`src/rtl/scan_chain_rx_if.sv`:
```
// rtl/scan_chain_rx_if.sv - scan line inputs and deserialized frame outputs of scan_chain_rx
interface scan_chain_rx_if #(
    parameter int TX_BITS_WIDTH = 128,
    parameter int BIT_CNT_WIDTH = 7,
    parameter int NFRAME_WIDTH  = 16
);
    logic                     scan_id;
    logic                     scan_phi;
    logic                     scan_phi_bar;
    logic                     scan_data_in;
    logic                     scan_load_chip;
    logic [TX_BITS_WIDTH-1:0] data_out;
    logic                     data_valid;
    logic [BIT_CNT_WIDTH-1:0] nbits_cnt;
    logic [NFRAME_WIDTH-1:0]  nframes;
    logic                     frame_err;
    logic                     overlap_err;
    logic                     busy;

    modport master (
        output scan_id, scan_phi, scan_phi_bar, scan_data_in, scan_load_chip,
        input  data_out, data_valid, nbits_cnt, nframes, frame_err, overlap_err, busy
    );

    modport slave (
        input  scan_id, scan_phi, scan_phi_bar, scan_data_in, scan_load_chip,
        output data_out, data_valid, nbits_cnt, nframes, frame_err, overlap_err, busy
    );
endinterface

```
`src/rtl/scan_chain_rx.sv`:
```
// rtl/scan_chain_rx.sv - deserializes tag-chip scan frames sampled from asynchronous GPIO lines
module scan_chain_rx #(
    parameter int TX_BITS_WIDTH = 128,
    parameter int NTX_BITS      = 78,
    parameter int BIT_CNT_WIDTH = 7,
    parameter int NFRAME_WIDTH  = 16
) (
    input  logic           clk,
    input  logic           reset,
    scan_chain_rx_if.slave bus
);
    typedef enum logic [1:0] {IDLE, CAPTURE, SHIFT} state_t;

    localparam logic [BIT_CNT_WIDTH-1:0] CNT_FULL = BIT_CNT_WIDTH'(NTX_BITS);
    localparam logic [BIT_CNT_WIDTH-1:0] CNT_MAX  = '1;
    localparam logic [TX_BITS_WIDTH-1:0] FRAME_MASK =
        {TX_BITS_WIDTH{1'b1}} >> (TX_BITS_WIDTH - NTX_BITS);

    // control lines packed as {load, phi_bar, phi, id}
    logic [3:0] ctl_s0, ctl_s1, ctl_hist, rise_q;
    logic       data_s0, data_s1, data_q;
    logic       fall_id_q, overlap_q;

    state_t                   state, state_n;
    logic [TX_BITS_WIDTH-1:0] shift_reg, shift_n;
    logic                     bit_hold, hold_n;
    logic [BIT_CNT_WIDTH-1:0] nbits, nbits_n;
    logic [TX_BITS_WIDTH-1:0] dout, dout_n;
    logic [NFRAME_WIDTH-1:0]  nframes, nframes_n;
    logic                     valid_r, valid_n;
    logic                     ferr_r, ferr_n;
    logic                     ovl_r;

    // Edge events are registered so every event and the data bit carry the same latency.
    always_ff @(posedge clk or posedge reset) begin
        if (reset) begin
            ctl_s0    <= '0;
            ctl_s1    <= '0;
            ctl_hist  <= '0;
            rise_q    <= '0;
            data_s0   <= 1'b0;
            data_s1   <= 1'b0;
            data_q    <= 1'b0;
            fall_id_q <= 1'b0;
            overlap_q <= 1'b0;
        end else begin
            ctl_s0    <= {bus.scan_load_chip, bus.scan_phi_bar, bus.scan_phi, bus.scan_id};
            ctl_s1    <= ctl_s0;
            ctl_hist  <= ctl_s1;
            rise_q    <= ctl_s1 & ~ctl_hist;
            data_s0   <= bus.scan_data_in;
            data_s1   <= data_s0;
            data_q    <= data_s1;
            fall_id_q <= ~ctl_s1[0] & ctl_hist[0];
            overlap_q <= ctl_s1[1] & ctl_s1[2];
        end
    end

    always_ff @(posedge clk or posedge reset) begin
        if (reset) begin
            state     <= IDLE;
            shift_reg <= '0;
            bit_hold  <= 1'b0;
            nbits     <= '0;
            dout      <= '0;
            nframes   <= '0;
            valid_r   <= 1'b0;
            ferr_r    <= 1'b0;
            ovl_r     <= 1'b0;
        end else begin
            state     <= state_n;
            shift_reg <= shift_n;
            bit_hold  <= hold_n;
            nbits     <= nbits_n;
            dout      <= dout_n;
            nframes   <= nframes_n;
            valid_r   <= valid_n;
            ferr_r    <= ferr_n;
            ovl_r     <= overlap_q;
        end
    end

    always_comb begin
        state_n   = state;
        shift_n   = shift_reg;
        hold_n    = bit_hold;
        nbits_n   = nbits;
        dout_n    = dout;
        nframes_n = nframes;
        valid_n   = 1'b0;
        ferr_n    = 1'b0;
        case (state)
            IDLE: begin
                shift_n = '0;
                nbits_n = '0;
                if (rise_q[0]) state_n = CAPTURE;
            end
            CAPTURE, SHIFT: begin
                if (fall_id_q) begin
                    state_n = IDLE;
                    ferr_n  = (nbits != '0);
                    shift_n = '0;
                    nbits_n = '0;
                end else if (rise_q[3]) begin
                    // a phi_bar rise in the same cycle is deliberately dropped
                    if (nbits == CNT_FULL) begin
                        dout_n    = shift_reg & FRAME_MASK;
                        valid_n   = 1'b1;
                        nframes_n = nframes + NFRAME_WIDTH'(1);
                    end else begin
                        ferr_n = 1'b1;
                    end
                    state_n = CAPTURE;
                    shift_n = '0;
                    nbits_n = '0;
                end else if (!overlap_q) begin
                    if (rise_q[1]) begin
                        hold_n  = data_q;
                        state_n = SHIFT;
                    end else if (state == SHIFT && rise_q[2]) begin
                        shift_n = {shift_reg[TX_BITS_WIDTH-2:0], bit_hold};
                        if (nbits != CNT_MAX) nbits_n = nbits + BIT_CNT_WIDTH'(1);
                        state_n = CAPTURE;
                    end
                end
            end
            default: state_n = IDLE;
        endcase
    end

    assign bus.data_out    = dout;
    assign bus.data_valid  = valid_r;
    assign bus.nbits_cnt   = nbits;
    assign bus.nframes     = nframes;
    assign bus.frame_err   = ferr_r;
    assign bus.overlap_err = ovl_r;
    assign bus.busy        = (state != IDLE);
endmodule

```
`src/flat_wrapper.sv`:
```
// flat-port wrapper written by rule: the top's interface ports become plain ports
module scan_chain_rx_flat 
#(
    parameter int TX_BITS_WIDTH = 128,
    parameter int NTX_BITS      = 78,
    parameter int BIT_CNT_WIDTH = 7,
    parameter int NFRAME_WIDTH  = 16
)
  (clk, reset, bus_scan_id, bus_scan_phi, bus_scan_phi_bar, bus_scan_data_in, bus_scan_load_chip, bus_data_out, bus_data_valid, bus_nbits_cnt, bus_nframes, bus_frame_err, bus_overlap_err, bus_busy);
  scan_chain_rx_if #(.TX_BITS_WIDTH(TX_BITS_WIDTH), .BIT_CNT_WIDTH(BIT_CNT_WIDTH), .NFRAME_WIDTH(NFRAME_WIDTH)) bus_i ();
  input  logic clk;
  input  logic reset;
  input wire logic [$bits(bus_i.scan_id)-1:0] bus_scan_id;
  input wire logic [$bits(bus_i.scan_phi)-1:0] bus_scan_phi;
  input wire logic [$bits(bus_i.scan_phi_bar)-1:0] bus_scan_phi_bar;
  input wire logic [$bits(bus_i.scan_data_in)-1:0] bus_scan_data_in;
  input wire logic [$bits(bus_i.scan_load_chip)-1:0] bus_scan_load_chip;
  output wire logic [$bits(bus_i.data_out)-1:0] bus_data_out;
  output wire logic [$bits(bus_i.data_valid)-1:0] bus_data_valid;
  output wire logic [$bits(bus_i.nbits_cnt)-1:0] bus_nbits_cnt;
  output wire logic [$bits(bus_i.nframes)-1:0] bus_nframes;
  output wire logic [$bits(bus_i.frame_err)-1:0] bus_frame_err;
  output wire logic [$bits(bus_i.overlap_err)-1:0] bus_overlap_err;
  output wire logic [$bits(bus_i.busy)-1:0] bus_busy;
  assign bus_i.scan_id = bus_scan_id;
  assign bus_i.scan_phi = bus_scan_phi;
  assign bus_i.scan_phi_bar = bus_scan_phi_bar;
  assign bus_i.scan_data_in = bus_scan_data_in;
  assign bus_i.scan_load_chip = bus_scan_load_chip;
  assign bus_data_out = bus_i.data_out;
  assign bus_data_valid = bus_i.data_valid;
  assign bus_nbits_cnt = bus_i.nbits_cnt;
  assign bus_nframes = bus_i.nframes;
  assign bus_frame_err = bus_i.frame_err;
  assign bus_overlap_err = bus_i.overlap_err;
  assign bus_busy = bus_i.busy;
  scan_chain_rx #(.TX_BITS_WIDTH(TX_BITS_WIDTH), .NTX_BITS(NTX_BITS), .BIT_CNT_WIDTH(BIT_CNT_WIDTH), .NFRAME_WIDTH(NFRAME_WIDTH)) u_core (.clk(clk), .reset(reset), .bus(bus_i));
endmodule
```
`config.mk`:
```
export PLATFORM = sky130hd
export DESIGN_NAME = scan_chain_rx_flat
export DESIGN_NICKNAME = d
export VERILOG_FILES = /design/src/rtl/scan_chain_rx_if.sv /design/src/rtl/scan_chain_rx.sv /design/src/flat_wrapper.sv
export SDC_FILE = /design/constraint.sdc
export NUM_CORES = 1
export LEC_CHECK = 0
export CAP_MARGIN = 0
export CORE_ASPECT_RATIO = 1.75
export CORE_MARGIN = 2
export CORE_UTILIZATION = 40
export CTS_CLUSTER_DIAMETER = 30
export DETAILED_ROUTE_END_ITERATION = 16
export PLACE_DENSITY_LB_ADDON = 0.12
export SLEW_MARGIN = 0
export SYNTH_ARGS = -nofsm -noshare
export SYNTH_HDL_FRONTEND = slang
export SYNTH_SLANG_ARGS = --single-unit
```
`constraint.sdc`:
```
create_clock -name clk -period 11.3 [get_ports clk]
set_input_delay 3.39 -clock clk [delete_from_list [all_inputs] [get_ports clk]]
set_output_delay 3.39 -clock clk [all_outputs]
set_load 0.01 [all_outputs]
```
==> impl_metrics.toml, run 1 <==
[cts]
hold_buffers = 0
postCtsSetupRepairBufs = 0
cts.sinks = 206
clk_path_buf_depth = 3
cts_resized = 0
numCtsBuffers = 30
cts_tree = "yes"
root_buffer = "clkbuf_16"
cts.clk_slew.worst_paths_ns = 0.06
insertion_delay_ns = 0.53
htreeDepth = 1

[sta]
period_share_pct = 46.5
fmax_ghz = 0.190
fin_tns_setup_ns = 0
relSlewSlack_pct = 30.4
tightest_slew_ns = 1.04
grt_setup_unrepaired = "no"
hold_violations = 0
fin_crit_ns = 5.26
final.setup_skew_ns = 0.0138
drv_slew = 0
setup_violations = 0

[synthesis]
ys_top_cells_by_count = "206 x dfrtp_1, 81 x mux2_2, 78 x a22o_1, 56 x buf_4, 13 x buf_2"
synth_top_family_by_area = "multiplexers"
synth_mux_area_share_pct = 11.3
yosys.area.top_type = "dfrtp_1"
synthArstFlopShare_pct = 100
ys_seq_area_share_pct = 63.2
synth-simple-area-share_pct = 4.65
synthDistinctLibCells = 44
ys_warn_count = 0
yosysTopAreaCellShare_pct = 63.2
synth_ff_type = "dfrtp_1"
synth.area.top_cells = "dfrtp_1 63%, mux2_2 11%, a22o_1 8.4%"
ys_ff_latch = 206
synth-edff-count = 0
synth_compound_area_share_pct = 10.6
synth_fa_ha_area_share_pct = 1.23
syn_avg_cell_area_sq_um = 14.4
netlist_area_sq_um = 8150
yosysMostFrequentCell = "dfrtp_1"
synth_xor_area_share_pct = 1.61
syn_inst = 567

[cells_and_area]
drive_gt1_share_pct = 21.0
area_delta_synth_final_pct = 27.0
register_area_sq_um = 5150
n_antenna_cell = 0
final_area_sq_um = 10400
nets = 699
fillers = 1793
multiInputGateArea_sq_um = 2600

[route]
firstDrtPassIters = 4
num_vias = 4893
viasPerCell = 5.12
drtIter0Drc = 205
ant_nets = 0
avgRoutedWirePerCell_um = 16.6
drc = 0
finalWirelength_um = 15800

[grt]
grt_pass1_wl_um = 26700
grt_max_degree = 123
antenna_found_initial = 0
grt_pass1_vias = 5206
track_usage_pct = 14.9
grt_remaining_overflow = 0

[setup_path]
crit_path_max_incr_delay_ns = 0.54
cp_common_cell = "inv_1"
cp.required_ns = 7.91
critPathMaxFanout = 4
r2r_slack_ns = 8.25
arrival_ns = 1.87
cpMaxStageDelayCell = "clkdlybuf4s50_1"
endpoint_kind = "primary output"
worst-path-buf-inv = 3
crit_path_start_kind = "flip-flop"
criticalPathCategory = "flip-flop to primary output"
crit_path_cell_trace = "inv_1 -> ha_1 -> inv_1 -> clkdlybuf4s50_1"
crit_family = "buffers and inverters"

[place]
place.gp.congestion = 0.813
postPlaceCellArea_sq_um = 9240
hpwlAfterDp_um = 9510
io_buffer_count = 111

[power_and_ir_drop]
p_leak_nw = 4.94
p_clk_share_pct = 50.7
internal_power_mw = 1.45
power.density_nw_per_um2 = 192
irDropWorstVdd_mv = 0.116
power_frac_seq_pct = 38.4
sw_frac_of_total_pct = 27.2
p_switching_mw = 0.539
combPwrFrac_pct = 10.9

[die]
pin_count = 162
die-height_um = 193
initial_core_util_pct = 40.5
die_width_um = 112
dieArea_sq_um = 21600
core_area_sq_um = 20100
num_rows = 69

[run_status]
status = "finished, final reports clean"

[worst_hold_path]
min_path_type = "flip-flop to flip-flop"

[job]
drv_cap = 0
[placed cells by master (no fill, tap or decap), types with 2 or more instances in the layout]
cell,count
a21o_1,4
a21oi_1,3
a22o_1,78
a31oi_1,7
and2_1,2
and3_1,5
and4_1,3
buf_4,4
bufinv_16,5
clkbuf_16,31
clkdlybuf4s50_1,111
clkinv_2,2
clkinvlp_4,3
conb_1,50
dfrtp_1,206
ha_1,8
inv_1,6
inv_6,9
inv_8,4
mux2_2,81
nand2_1,10
nand2b_1,2
nand3_1,8
nand4_1,8
nor2_1,9
nor2b_1,5
nor3_1,5
nor3b_1,2
o21a_1,2
xnor2_1,8
xor2_1,7
[routing by layer]
metal  wire (um)  vias to the layer above  GRT usage [%]  share of wire (%)
met3         866                       33           2.98                5.5
met1        6480                     2534           18.6                 41
met2        8110                      139           25.5                 51
met4         386                        0           5.56                2.4
li1            -                     2187              -                  -
met5           0                        -              0                  0
[per-stage QoR]
stage	setup WS, ns	hold WS [ns]	instances	total power, mW	utilization (%)
after CTS	6.02	0.350	956	2.01	51.5
after global placement	5.67	0.334	900	0.989	46.0
final	6.04	0.348	956	1.99	51.5
after floorplan	2.29	0.331	616	0.963	-
after detailed placement	5.61	0.336	900	0.996	46.0
after global routing	5.89	0.357	956	2.07	51.5
[cell type report]
type	instances	share of cell area, %
clock inverters	24	3.09
inverters	7	0.326
repair buffers	115	11.0
multi-input cells	324	25.1
flip-flops and latches	206	49.8
clock buffers	32	7.63
well taps	248	3.00
[power by group through the flow]
stage / Clock, mW / Sequential [mW] / Combinational [mW]
2_1_floorplan: 0 / 0.775 / 0.188
3_3_place_gp: 0 / 0.775 / 0.215
3_5_place_dp: 0 / 0.776 / 0.220
4_1_cts: 1.03 / 0.762 / 0.219
5_1_grt: 1.07 / 0.764 / 0.240
6_report: 1.01 / 0.762 / 0.217
[final timing paths]
check,from,endpoint,cells after the start
worst max-delay path,u_core.state[0],bus_busy,4
worst min-delay path,u_core.ctl_s0[1],u_core.ctl_s1[1],0
worst max register to register,u_core.state[0],u_core.shift_reg[24],7
worst min register to register,u_core.ctl_s0[1],u_core.ctl_s1[1],0
max in group asynchronous,reset,u_core.shift_reg[28],3
min in group asynchronous,reset,u_core.bus.data_out[68],2
[cells by family (layout without fill, tap and decap cells)]
| family | after synthesis | in the layout |
|---|---|---|
| other | 1 | 50 |
| xor gates and xnor gates | 15 | 15 |
| AOI/OAI and AO/OA | 102 | 102 |
| buffers and inverters | 86 | 178 |
| muxes | 82 | 82 |
| adders and majority gates | 8 | 8 |
| DFF | 206 | 206 |
| and+or+nand+nor | 67 | 67 |
Note: power is estimated with default switching activity, not from simulation.
==> run 2: changes to the inputs <==
Clock period 11.3 ns to 5.3 ns, I/O delays scaled along.
==> impl_metrics.toml, run 2 (synthesized netlist as in run 1, its figures left out) <==
[run_status]
status = "finished, final reports clean"

[setup_path]
cp_common_cell = "inv_1"
crit_family = "buffers and inverters"
critPathMaxFanout = 4
crit_path_max_incr_delay_ns = 0.54
crit_path_cell_trace = "inv_1 -> ha_1 -> inv_1 -> clkdlybuf4s50_1"
worst-path-buf-inv = 3
criticalPathCategory = "flip-flop to primary output"
cpMaxStageDelayCell = "clkdlybuf4s50_1"
cp.depth = 4
cp.required_ns = 3.71
arrival_ns = 1.86
worstRegToRegCells = 7
endpoint_kind = "primary output"
crit_path_start_kind = "flip-flop"

[route]
viasPerCell = 5.04
met3_wirelength_um = 882
finalWirelength_um = 16100
ant_nets = 0
highest_layer = "met4"
firstDrtPassIters = 6
num_vias = 4814
met2_length_um = 8300
drt-met1-wl_um = 6550
avgRoutedWirePerCell_um = 16.9
drtIter0Drc = 193
drc = 0

[sta]
grt_setup_unrepaired = "no"
tightest_slew_ns = 1.22
fmax_ghz = 0.290
hold_violations = 0
fin_tns_setup_ns = 0
period_share_pct = 65.2
relSlewSlack_pct = 18.4
fin_crit_ns = 3.45
drv_slew = 0
final.setup_skew_ns = 0.0140
setup_violations = 0
holdWs_ns = 0.346

[cts]
cts.clk_slew.worst_paths_ns = 0.06
root_buffer = "clkbuf_16"
postCtsSetupRepairBufs = 0
clk_path_buf_depth = 3
numCtsBuffers = 30
cts_tree = "yes"
htreeDepth = 1
hold_buffers = 0
cts_resized = 0
cts.sinks = 206
insertion_delay_ns = 0.54

[cells_and_area]
nets = 699
n_antenna_cell = 0
fillers = 1799
final_common_cell = "dfrtp_1"
drive_gt1_share_pct = 21.0
final_util_pct = 51.1
final_cell_mix = "206 x dfrtp_1, 111 x clkdlybuf4s50_1, 81 x mux2_2"
area_delta_synth_final_pct = 26.1

[power_and_ir_drop]
irDropWorstVdd_mv = 0.245
power.density_nw_per_um2 = 395
p_switching_mw = 1.17
p_clk_share_pct = 48.7
power_frac_seq_pct = 40.1
fin_total_pwr_mw = 4.06
internal_power_mw = 2.89
sw_frac_of_total_pct = 28.8
p_leak_nw = 4.91
combPwrFrac_pct = 11.3

[place]
place.gp.congestion = 0.870
hpwlAfterDp_um = 9980
io_buffer_count = 111

[die]
pin_count = 162
dieArea_sq_um = 21600
initial_core_util_pct = 40.5
die-height_um = 193
die_width_um = 112
core_area_sq_um = 20100
num_rows = 69

[grt]
grt_pass1_wl_um = 26600
track_usage_pct = 14.8
grt_remaining_overflow = 0
grt_max_degree = 178
grt_pass1_vias = 5071
antenna_found_initial = 0

[job]
drv_cap = 0

[worst_hold_path]
min_path_type = "flip-flop to flip-flop"
min_path_cells = 0
-- run 2: cell types whose count changed in the layout (fill, tap and decap cells not counted) --
cell | previous run | this run
inv_8 | 4 | 8
bufinv_16 | 5 | 0
inv_6 | 9 | 8
clkinv_4 | 1 | 2
clkinvlp_4 | 3 | 2
buf_12 | 0 | 1
clkbuf_8 | 1 | 3
buf_4 | 4 | 3
-- run 2: final timing paths --
path / startpoint / endpoint / slack (ns)
setup / recovery: u_core.state[0] / bus_busy / 1.85
hold / removal: u_core.ctl_s0[1] / u_core.ctl_s1[1] / 0.35
setup reg to reg: u_core.state[0] / u_core.shift_reg[34] / 2.08
hold reg to reg: u_core.ctl_s0[1] / u_core.ctl_s1[1] / 0.35
max in group asynchronous: reset / u_core.bus.data_out[35] / 2.93
min in group asynchronous: reset / u_core.ctl_s0[3] / 1.53
-- run 2: final cells by class --
class	instances	area, sq um	area share [%]
multi-input combinational	324	2600	25.3
inverter	7	30.0	0.292
sequential	206	5150	50.1
clock buffer	34	817	7.95
clock inverter	22	211	2.06
timing repair buffer	115	1150	11.2
tap	248	310	3.02
-- run 2: power groups by stage --
stage	clock network [mW]	registers, mW	logic [mW]
2_1_floorplan	0	1.65	0.402
3_3_place_gp	0	1.65	0.447
3_5_place_dp	0	1.66	0.458
4_1_cts	2.02	1.63	0.461
5_1_grt	2.10	1.63	0.511
6_report	1.97	1.63	0.457
-- run 2: layer usage --
metal | vias up | GRT usage (%)
met3 | 26 | 2.98
met2 | 151 | 25.2
met5 | - | 0
li1 | 2178 | -
met1 | 2459 | 18.7
met4 | 0 | 5.70
-- run 2: metrics by stage --
stage / setup WS (ns) / cells / cell area, sq um
floorplan: 1.04 / 616 / 8340
global route: 1.74 / 956 / 10300
finish: 1.85 / 956 / 10300
detailed placement: 2.07 / 900 / 9250
CTS: 1.81 / 956 / 10300
global placement: 2.22 / 900 / 9250
